**src/rtl/shift_load_register.sv**
```systemverilog
// N-bit operand register with parallel load, serial shifts and a shift counter that pulses done.
// Optional SHIFT_LOAD_REGISTER_ROTATE_EN: op=11 rotates right instead of arithmetic shift right.
module shift_load_register #(
  parameter int N     = 8,
  parameter int CNT_W = $clog2(N + 1)
) (
  input  logic             clk,
  input  logic             clear,
  input  logic             load,
  input  logic [N-1:0]     in,
  input  logic             shift_en,
  input  logic [1:0]       op,
  input  logic             sin,
  output logic [N-1:0]     out,
  output logic             sout,
  output logic [CNT_W-1:0] count,
  output logic             busy,
  output logic             done
);

  localparam logic [CNT_W-1:0] CntFull = CNT_W'(N);
  localparam logic [CNT_W-1:0] CntOne  = CNT_W'(1);

  logic [N-1:0]     r_out;
  logic [CNT_W-1:0] r_count;
  logic             r_done;
  logic [N-1:0]     w_shifted;
  logic             w_step;

  always_comb begin
    w_shifted = r_out;
    unique case (op)
      2'b00: w_shifted = r_out;
      2'b01: w_shifted = {r_out[N-2:0], sin};
      2'b10: w_shifted = {sin, r_out[N-1:1]};
`ifdef SHIFT_LOAD_REGISTER_ROTATE_EN
      2'b11: w_shifted = {r_out[0], r_out[N-1:1]};
`else
      2'b11: w_shifted = {r_out[N-1], r_out[N-1:1]};
`endif
      default: w_shifted = r_out;
    endcase
  end

  // An exhausted counter freezes the register: no wrap, no extra done.
  assign w_step = shift_en && (r_count != '0);

  always_ff @(posedge clk or posedge clear) begin
    if (clear) begin
      r_out   <= '0;
      r_count <= '0;
      r_done  <= 1'b0;
    end else if (load) begin
      r_out   <= in;
      r_count <= CntFull;
      r_done  <= 1'b0;
    end else if (w_step) begin
      r_out   <= w_shifted;
      r_count <= r_count - CntOne;
      r_done  <= (r_count == CntOne);
    end else begin
      r_done  <= 1'b0;
    end
  end

  assign out   = r_out;
  assign count = r_count;
  assign done  = r_done;
  assign busy  = (r_count != '0);
  assign sout  = (op == 2'b01) ? r_out[N-1] : r_out[0];

endmodule

```
**config.mk**
```make
export PLATFORM = sky130hd
export DESIGN_NAME = shift_load_register
export DESIGN_NICKNAME = d
export VERILOG_FILES = /design/src/rtl/shift_load_register.sv
export SDC_FILE = /design/constraint.sdc
export NUM_CORES = 1
export LEC_CHECK = 0
export ABC_AREA = 1
export ABC_CLOCK_PERIOD_IN_PS = 1360
export CAP_MARGIN = 20
export CORE_MARGIN = 4
export CORE_UTILIZATION = 35
export DETAILED_ROUTE_END_ITERATION = 8
export PLACE_DENSITY_LB_ADDON = 0.3
export REMOVE_ABC_BUFFERS = 1
export SETUP_SLACK_MARGIN = 0.4
export SLEW_MARGIN = 5
export SYNTH_ARGS = -nofsm -noshare
export SYNTH_HDL_FRONTEND = slang
export SYNTH_SLANG_ARGS = --single-unit
```
**constraint.sdc**
```tcl
create_clock -name clk -period 1.36 [get_ports clk]
set_input_delay 0.204 -clock clk [delete_from_list [all_inputs] [get_ports clk]]
set_output_delay 0.204 -clock clk [all_outputs]
set_load 0.02 [all_outputs]
```
==> metrics.md, run 1 <==
| Metric | Value |
|---|---|
| Result of the run | finished, final reports clean |
| 1st-pass router iterations | 4 |
| Portion of the post-synthesis area used by sequential elements | 0.362 |
| Met3 usage in global routing | 0.0329 |
| Max-cap check violation count | 0 |
| Die Footprint | 0.00345 mm2 |
| Total number of yosys warnings | 0 |
| Proportion of layout cells with a drive suffix above 1 | 0.430 |
| Number of ports placed on the die boundary | 30 |
| Critical Path Fanout Max | 2 |
| WP data arrival | 1070 ps |
| Starting Density | 0.366 |
| Post-layout net count | 219 |
| PD cells | 1360 mW/mm2 |
| Max Clock Freq | 0.782 GHz |
| Die height | 58.7 um |
| Horizontal extent of the die | 58.7 um |
| Leftover overflow at the end of global routing | 0 |
| Sinks on Clock Net | 13 |
| Final setup violation count | 0 |
| Final-report max-slew violation count | 0 |
| Slew Limit Headroom | 0.848 |
| Worst slack, placed | -423 ps |
| Kind of launch point of the worst setup path | register |
| Portion of the clock cycle consumed by the worst path in the final layout | 0.940 |
| CP endpoint kind | primary output |
| Total power draw | 2.33 mW |
| Setup TNS | 0 ps |
| Detailed-route via count | 1083 |
| Number of hold buffers added after cts | 0 |
| Residual DRC count | 0 |
| Final instance area | 0.00171 mm2 |
| RSZ-0062 raised after global routing | yes |
| Final RePlAce weighted congestion | 0.762 |
| Iteration-0 DRC count of the detailed router | 37 |
| Shortest period the worst path allows | 1280 ps |
| Endpoint required time on the critical path | 1160 ps |
| Number of cells on the worst reg-to-reg path | 9 |
| Number of antenna violations at the first check in global routing | 0 |
| Area inside the core boundary | 0.00245 mm2 |
| Post-synthesis cell count | 132 |
| Origin of the critical flop-to-flop path | count[1]$_DFFE_PP0P_ |
| Startpoint of the most critical setup path | count[1]$_DFFE_PP0P_ |
| Total wire length after detailed routing | 2780 um |
| Class of the worst hold path | in2async |
| Ratio of routed vias to standard cells | 4.71 |
| Clock tree root driver cell | sky130_fd_sc_hd__clkbuf_4 |
| Slew at the pin closest to its max-slew limit | 227 ps |
| Cell area after synthesis | 900 um2 |
| Worst setup path class | reg2out |
| Placed Area | 0.00138 mm2 |
| Count of input and output buffers | 29 |
| First-pass GRT wire length | 4770 um |
| Mean post-synth cell area | 6.82 um2 |
| Most crowded layer after global routing | met2 |
| Register bit count reported by yosys | 13 |
| Largest net degree at the start of global routing | 14 |
| Global-route track usage on met2 | 0.306 |
| P_leak | 0.923 nW |
| Diode count | 0 |
| Number of buffers on the longest clock path | 2 |
| Site row count | 18 |
| Worst Skew | 4.72 ps |
| Global routing met1 resource utilization | 0.234 |
| Clk pin slew, worst setup/hold paths | 90 ps |
| Cts bufs inserted | 3 |
| Number of cells in the finished layout apart from fillers | 230 |
| R2R setup slack | 80 ps |
| Post-detailed-route count of antenna-violating nets | 0 |
| Overall global routing resource usage | 0.181 |
| CTS tree | yes |
| Fin. Hold Viols | 0 |
| Post-synth cell types | 19 |
| Area growth, synth to finish | 90.3% |
| Max rail drop VDD | 0.000899 V |
| Cells after DPL | 210 |
| Vias in the first global route | 1105 |
| Worst Setup Slack, final | 81.8 ps |
| Clock latency on the worst-skew pair | 280 ps |
| Post-detailed-placement half-perimeter wirelength | 1850 um |
| Average detailed-routed wire length per instance | 12.1 um |
| Count of H-tree levels built during CTS | 1 |
| Worst Hold Slack | 208 ps |
| Final core utilization | 0.697 |
| Terminus of the critical flop-to-flop path | out[5]$_DFFE_PP0P_ |
==> report_power, final <==
part | switching (mW) | total, mW | internal (mW)
registers | 0.0876 | 0.572 | 0.484
logic | 0.705 | 1.51 | 0.800
clock network | 0.141 | 0.255 | 0.114
total | 0.934 | 2.33 | 1.40
==> synth_stat cells <==
library cell	count	area, um2
sky130_fd_sc_hd__o21ai_0	1	5.00
sky130_fd_sc_hd__nand3_1	22	110
sky130_fd_sc_hd__nand4_1	1	6.26
sky130_fd_sc_hd__buf_4	2	15.0
sky130_fd_sc_hd__nand2_1	60	225
sky130_fd_sc_hd__nand3_4	1	17.5
sky130_fd_sc_hd__buf_6	2	22.5
sky130_fd_sc_hd__nand3b_1	1	7.51
sky130_fd_sc_hd__o21ai_2	1	8.76
sky130_fd_sc_hd__nand2_4	1	11.3
sky130_fd_sc_hd__nor2_1	3	11.3
sky130_fd_sc_hd__inv_4	1	6.26
sky130_fd_sc_hd__ha_1	3	37.5
sky130_fd_sc_hd__nor2_2	1	6.26
sky130_fd_sc_hd__nand2_2	3	18.8
sky130_fd_sc_hd__inv_1	14	52.6
sky130_fd_sc_hd__xor2_1	1	8.76
sky130_fd_sc_hd__dfrtp_1	13	325
sky130_fd_sc_hd__inv_2	1	3.75
==> worst max-delay path, stage by stage, from the launching register on <==
cell and delay [ps]:
sky130_fd_sc_hd__dfrtp_1 400, sky130_fd_sc_hd__inv_2 90, sky130_fd_sc_hd__ha_4 130, sky130_fd_sc_hd__nand2_4 50, sky130_fd_sc_hd__buf_6 130
==> cell type report <==
cell class,instances,area [um2]
clock buffers,4,26.3
repair buffers,68,661
fillers,194,743
well taps,30,37.5
multi-input cells,99,598
inverters,16,62.6
flip-flops and latches,13,327
==> placed cells by master (no fill, tap or decap), types with 2 or more instances in the layout <==
master	netlist	routed
sky130_fd_sc_hd__buf_4	2	26
sky130_fd_sc_hd__o21ai_2	1	2
sky130_fd_sc_hd__nand2_4	1	3
sky130_fd_sc_hd__nand2_8	0	2
sky130_fd_sc_hd__clkdlybuf4s50_1	0	12
sky130_fd_sc_hd__nand2_1	60	57
sky130_fd_sc_hd__inv_1	14	11
sky130_fd_sc_hd__nor2_1	3	2
sky130_fd_sc_hd__nand2_2	3	2
sky130_fd_sc_hd__dfrtp_1	13	12
sky130_fd_sc_hd__buf_6	2	27
sky130_fd_sc_hd__inv_2	1	4
sky130_fd_sc_hd__nand3_1	22	14
sky130_fd_sc_hd__nand3_2	0	8
sky130_fd_sc_hd__ha_4	0	2
sky130_fd_sc_hd__clkbuf_4	0	3
==> logic make-up after synthesis <==
| kind of cell | after synthesis | synth area share |
|---|---|---|
| AND/OR/NAND/NOR | 93 | 0.460 |
| buffers and inverters | 20 | 0.111 |
| flip-flops | 13 | 0.362 |
| adder cells (fa/ha/maj) | 3 | 0.0417 |
| AO/OA/AOI/OAI | 2 | 0.0153 |
| XOR/XNOR | 1 | 0.00974 |
==> sequential cells by signal (all words and copies together) (netlist names) <==
| register | cells |
|---|---|
| count | 4 |
| done | 1 |
| out | 8 |
==> timing repair <==
action | 4_1_cts | 5_1_grt
resized for setup | 117 | 18
setup buffers | 13 | 3
setup endpoints to repair | 28 | 28
endpoints found under the hold margin | 0 | 0
pin swaps | 20 | 7
==> worst max path at each step <==
stage	endpoint	cells after the start
2_1_floorplan	out[6]$_DFFE_PP0P_	8
3_3_place_gp	sout	6
3_5_place_dp	sout	6
4_1_cts	busy	4
5_1_grt	out[3]$_DFFE_PP0P_	9
6_report	busy	4
==> per-layer routing <==
| layer | vias to the layer above | share of wire |
|---|---|---|
| met4 | 0 | 0.0047 |
| met5 | - | 0 |
| met2 | 33 | 0.53 |
| met3 | 2 | 0.055 |
| li1 | 544 | - |
| met1 | 504 | 0.41 |
Power figures use the tool's default switching activity.
==> inputs of run 2 (changes only) <==
GPL_TIMING_DRIVEN = 0   (was default)
==> run 2 against run 1 <==
Non-clock buffer count decreased by 16. Sequential power increased by 2%. Count of clock-buffer cells in the layout unchanged. Hold slack improved by 46 ps. Worst setup slack got worse by 22 ps. Total power decreased by 4.7%. Combinational power decreased by 8%. Critical path type unchanged. Via count decreased by 4.4%. Final area decreased by 10%. Cell count decreased by 6.5%.
==> metrics.md, run 2 (synthesis gave the netlist of run 1 again) <==
| Metric | Value |
|---|---|
| Sinks on Clock Net | 13 (unchanged) |
| Fin. Hold Viols | 0 (unchanged) |
| P_leak | 0.824 nW (-11%) |
| CTS tree | yes |
| Number of hold buffers added after cts | 0 (unchanged) |
| Endpoint required time on the critical path | 1160 ps (about the same) |
| Die Footprint | 0.00345 mm2 (unchanged) |
| DR WL met2 | 1450 um (-1.4%) |
| Top layer reached by signal wires | met4 |
| Post-detailed-route count of antenna-violating nets | 0 (unchanged) |
| Clock tree root driver cell | sky130_fd_sc_hd__clkbuf_4 |
| Portion of the clock cycle consumed by the worst path in the final layout | 0.956 (+0.0164) |
| Post-layout net count | 204 (-6.8%) |
| Max-cap check violation count | 0 (unchanged) |
| Largest register FFs | 8 (unchanged) |
| R2R setup slack | 100 ps (+20 ps) |
| Internal Power | 1.30 mW (-6.8%) |
| Max rail drop VDD | 0.000890 V (-0.95%) |
| Portion of total power attributed to combinational logic | 0.625 (-0.021) |
| Max Clock Freq | 0.769 GHz (-1.7%) |
| Diode count | 0 (unchanged) |
| WL met1 | 1060 um (-8.0%) |
| Fraction of power spent switching nets | 0.414 (+0.0135) |
| Part of the total power dissipated in sequential elements | 0.262 (+0.017) |
| Die height | 58.7 um (unchanged) |
| Ratio of routed vias to standard cells | 4.81 (+2.2%) |
| Number of buffers on the longest clock path | 2 (unchanged) |
| Starting Density | 0.366 (unchanged) |
| Slew at the pin closest to its max-slew limit | 541 ps (+314 ps) |
| Overall global routing resource usage | 0.163 (-0.0179) |
| Slowest cell delay on critical path | 400 ps (about the same) |
| Average detailed-routed wire length per instance | 12.7 um (+4.6%) |
| RSZ-0062 raised after global routing | yes |
| Result of the run | finished, final reports clean |
| Number of antenna violations at the first check in global routing | 0 (unchanged) |
| WP data arrival | 1100 ps (+30 ps) |
| Class of the worst hold path | in2async |
| Placed Area | 0.00119 mm2 (-13%) |
| Final instance area | 0.00154 mm2 (-10%) |
| Iteration-0 DRC count of the detailed router | 25 (-32%) |
| Final-report max-slew violation count | 0 (unchanged) |
| Cts bufs inserted | 3 (unchanged) |
| Vias in the first global route | 959 (-13%) |
| Kind of launch point of the worst setup path | register |
| Count of H-tree levels built during CTS | 1 (unchanged) |
| Share of power burned in the clock network | 0.113 (+0.004) |
| Shortest period the worst path allows | 1300 ps (+22.3 ps) |
| 1st-pass router iterations | 4 (unchanged) |
| Worst path cell trace | inv_2, ha_4, nand2_4, buf_6 |
| Final RePlAce weighted congestion | 0.759 (-0.33%) |
| Leading cell types in the layout, fill and taps excluded | 52 x sky130_fd_sc_hd__nand2_1, 19 x sky130_fd_sc_hd__nand3_1, 19 x sky130_fd_sc_hd__buf_6, 18 x sky130_fd_sc_hd__buf_4 |
| Leftover overflow at the end of global routing | 0 (unchanged) |
| Proportion of layout cells with a drive suffix above 1 | 0.389 (-0.0408) |
| Clock latency on the worst-skew pair | 280 ps (about the same) |
| Count of input and output buffers | 29 (unchanged) |
| Site row count | 18 (unchanged) |
| Area growth, synth to finish | 70.9% |
| CP endpoint kind | primary output |
| Number of inserted filler cells in the final layout | 225 (+16%) |
| Final setup violation count | 0 (unchanged) |
| Most common cell after layout, fill and taps aside | sky130_fd_sc_hd__nand2_1 |
| Post-detailed-placement half-perimeter wirelength | 1610 um (-13%) |
| Total wire length after detailed routing | 2720 um (-2.2%) |
| Slew Limit Headroom | 0.639 (-0.209) |
| Worst path slowest cell | sky130_fd_sc_hd__dfrtp_1 |
| Worst Setup Slack, final | 59.5 ps (-22.3 ps) |
| PD cells | 1450 mW/mm2 (+6.1%) |
| Largest net degree at the start of global routing | 19 (+5) |
| Detailed-route via count | 1035 (-4.4%) |
| Worst setup path class | reg2out |
| Worst slack, placed | -793 ps (-371 ps) |
| Clk pin slew, worst setup/hold paths | 90 ps (about the same) |
| Horizontal extent of the die | 58.7 um (unchanged) |
| NetSw | 920 uW (-1.4%) |
| Residual DRC count | 0 (unchanged) |
| Number of ports placed on the die boundary | 30 (unchanged) |
| First-pass GRT wire length | 4300 um (-9.8%) |
| Final core utilization | 0.626 (-0.0708) |
| Number of cells on the worst reg-to-reg path | 9 (unchanged) |
| Area inside the core boundary | 0.00245 mm2 (unchanged) |
| Critical Path Fanout Max | 3 (+1) |
| Sum of met3 wire segment lengths after detailed routing | 190 um (+23%) |
| Worst Skew | 3.63 ps (-1.10 ps) |
==> run 2: layer usage <==
layer  track usage  vias up
met5             0        -
met4        0.0356        0
met3        0.0461        4
met2         0.276       27
met1         0.206      485
li1              -      519
==> run 2: critical path, delay by kind of cell (launching register included) <==
kind	cells	cell delay [ps]
adder cells (fa/ha/maj)	1	140
buffers and inverters	2	220
AND/OR/NAND/NOR	1	60
flip-flops	1	400
==> run 2: what timing repair did <==
action                                  CTS  global route
endpoints found under the setup margin   28            28
gates cloned                              1             0
resized for setup                       111            22
buffers inserted                         16             7
pin swaps                                 1             4
==> run 2: cell type report <==
| cell class | count | area [um2] | share of cell area |
|---|---|---|---|
| clock buffers | 4 | 26.3 | 0.0171 |
| inverters | 16 | 70.1 | 0.0456 |
| multi-input cells | 100 | 586 | 0.381 |
| flip-flops and latches | 13 | 328 | 0.213 |
| well taps | 30 | 37.5 | 0.0244 |
| repair buffers | 52 | 490 | 0.319 |
==> run 2: worst paths after layout <==
path                                      start                   end
hold / removal                            clear    out[6]$_DFFE_PP0P_
min in group clk                          op[1]    out[7]$_DFFE_PP0P_
setup reg to reg           count[0]$_DFFE_PP0P_    out[5]$_DFFE_PP0P_
hold reg to reg              out[3]$_DFFE_PP0P_    out[3]$_DFFE_PP0P_
setup / recovery           count[0]$_DFFE_PP0P_                  busy
max in group asynchronous                 clear  count[2]$_DFFE_PP0P_
==> run 2: power by group through the flow <==
stage | logic [mW] | registers (mW) | clock network, mW
floorplan | 0.381 | 0.692 | 0
global placement | 0.836 | 0.586 | 0
detailed placement | 0.850 | 0.592 | 0
CTS | 1.22 | 0.577 | 0.258
global route | 1.50 | 0.595 | 0.279
finish | 1.39 | 0.583 | 0.251
==> run 2: per-stage QoR <==
stage	hold WS [ps]	TNS (ps)	power [mW]	std cells
after CTS	266	0	2.05	208
after global placement	486	-5130	1.42	187
after detailed placement	487	-5340	1.44	187
after floorplan	81.0	-1250	1.07	128
after global routing	275	0	2.38	215
final	253	0	2.22	215
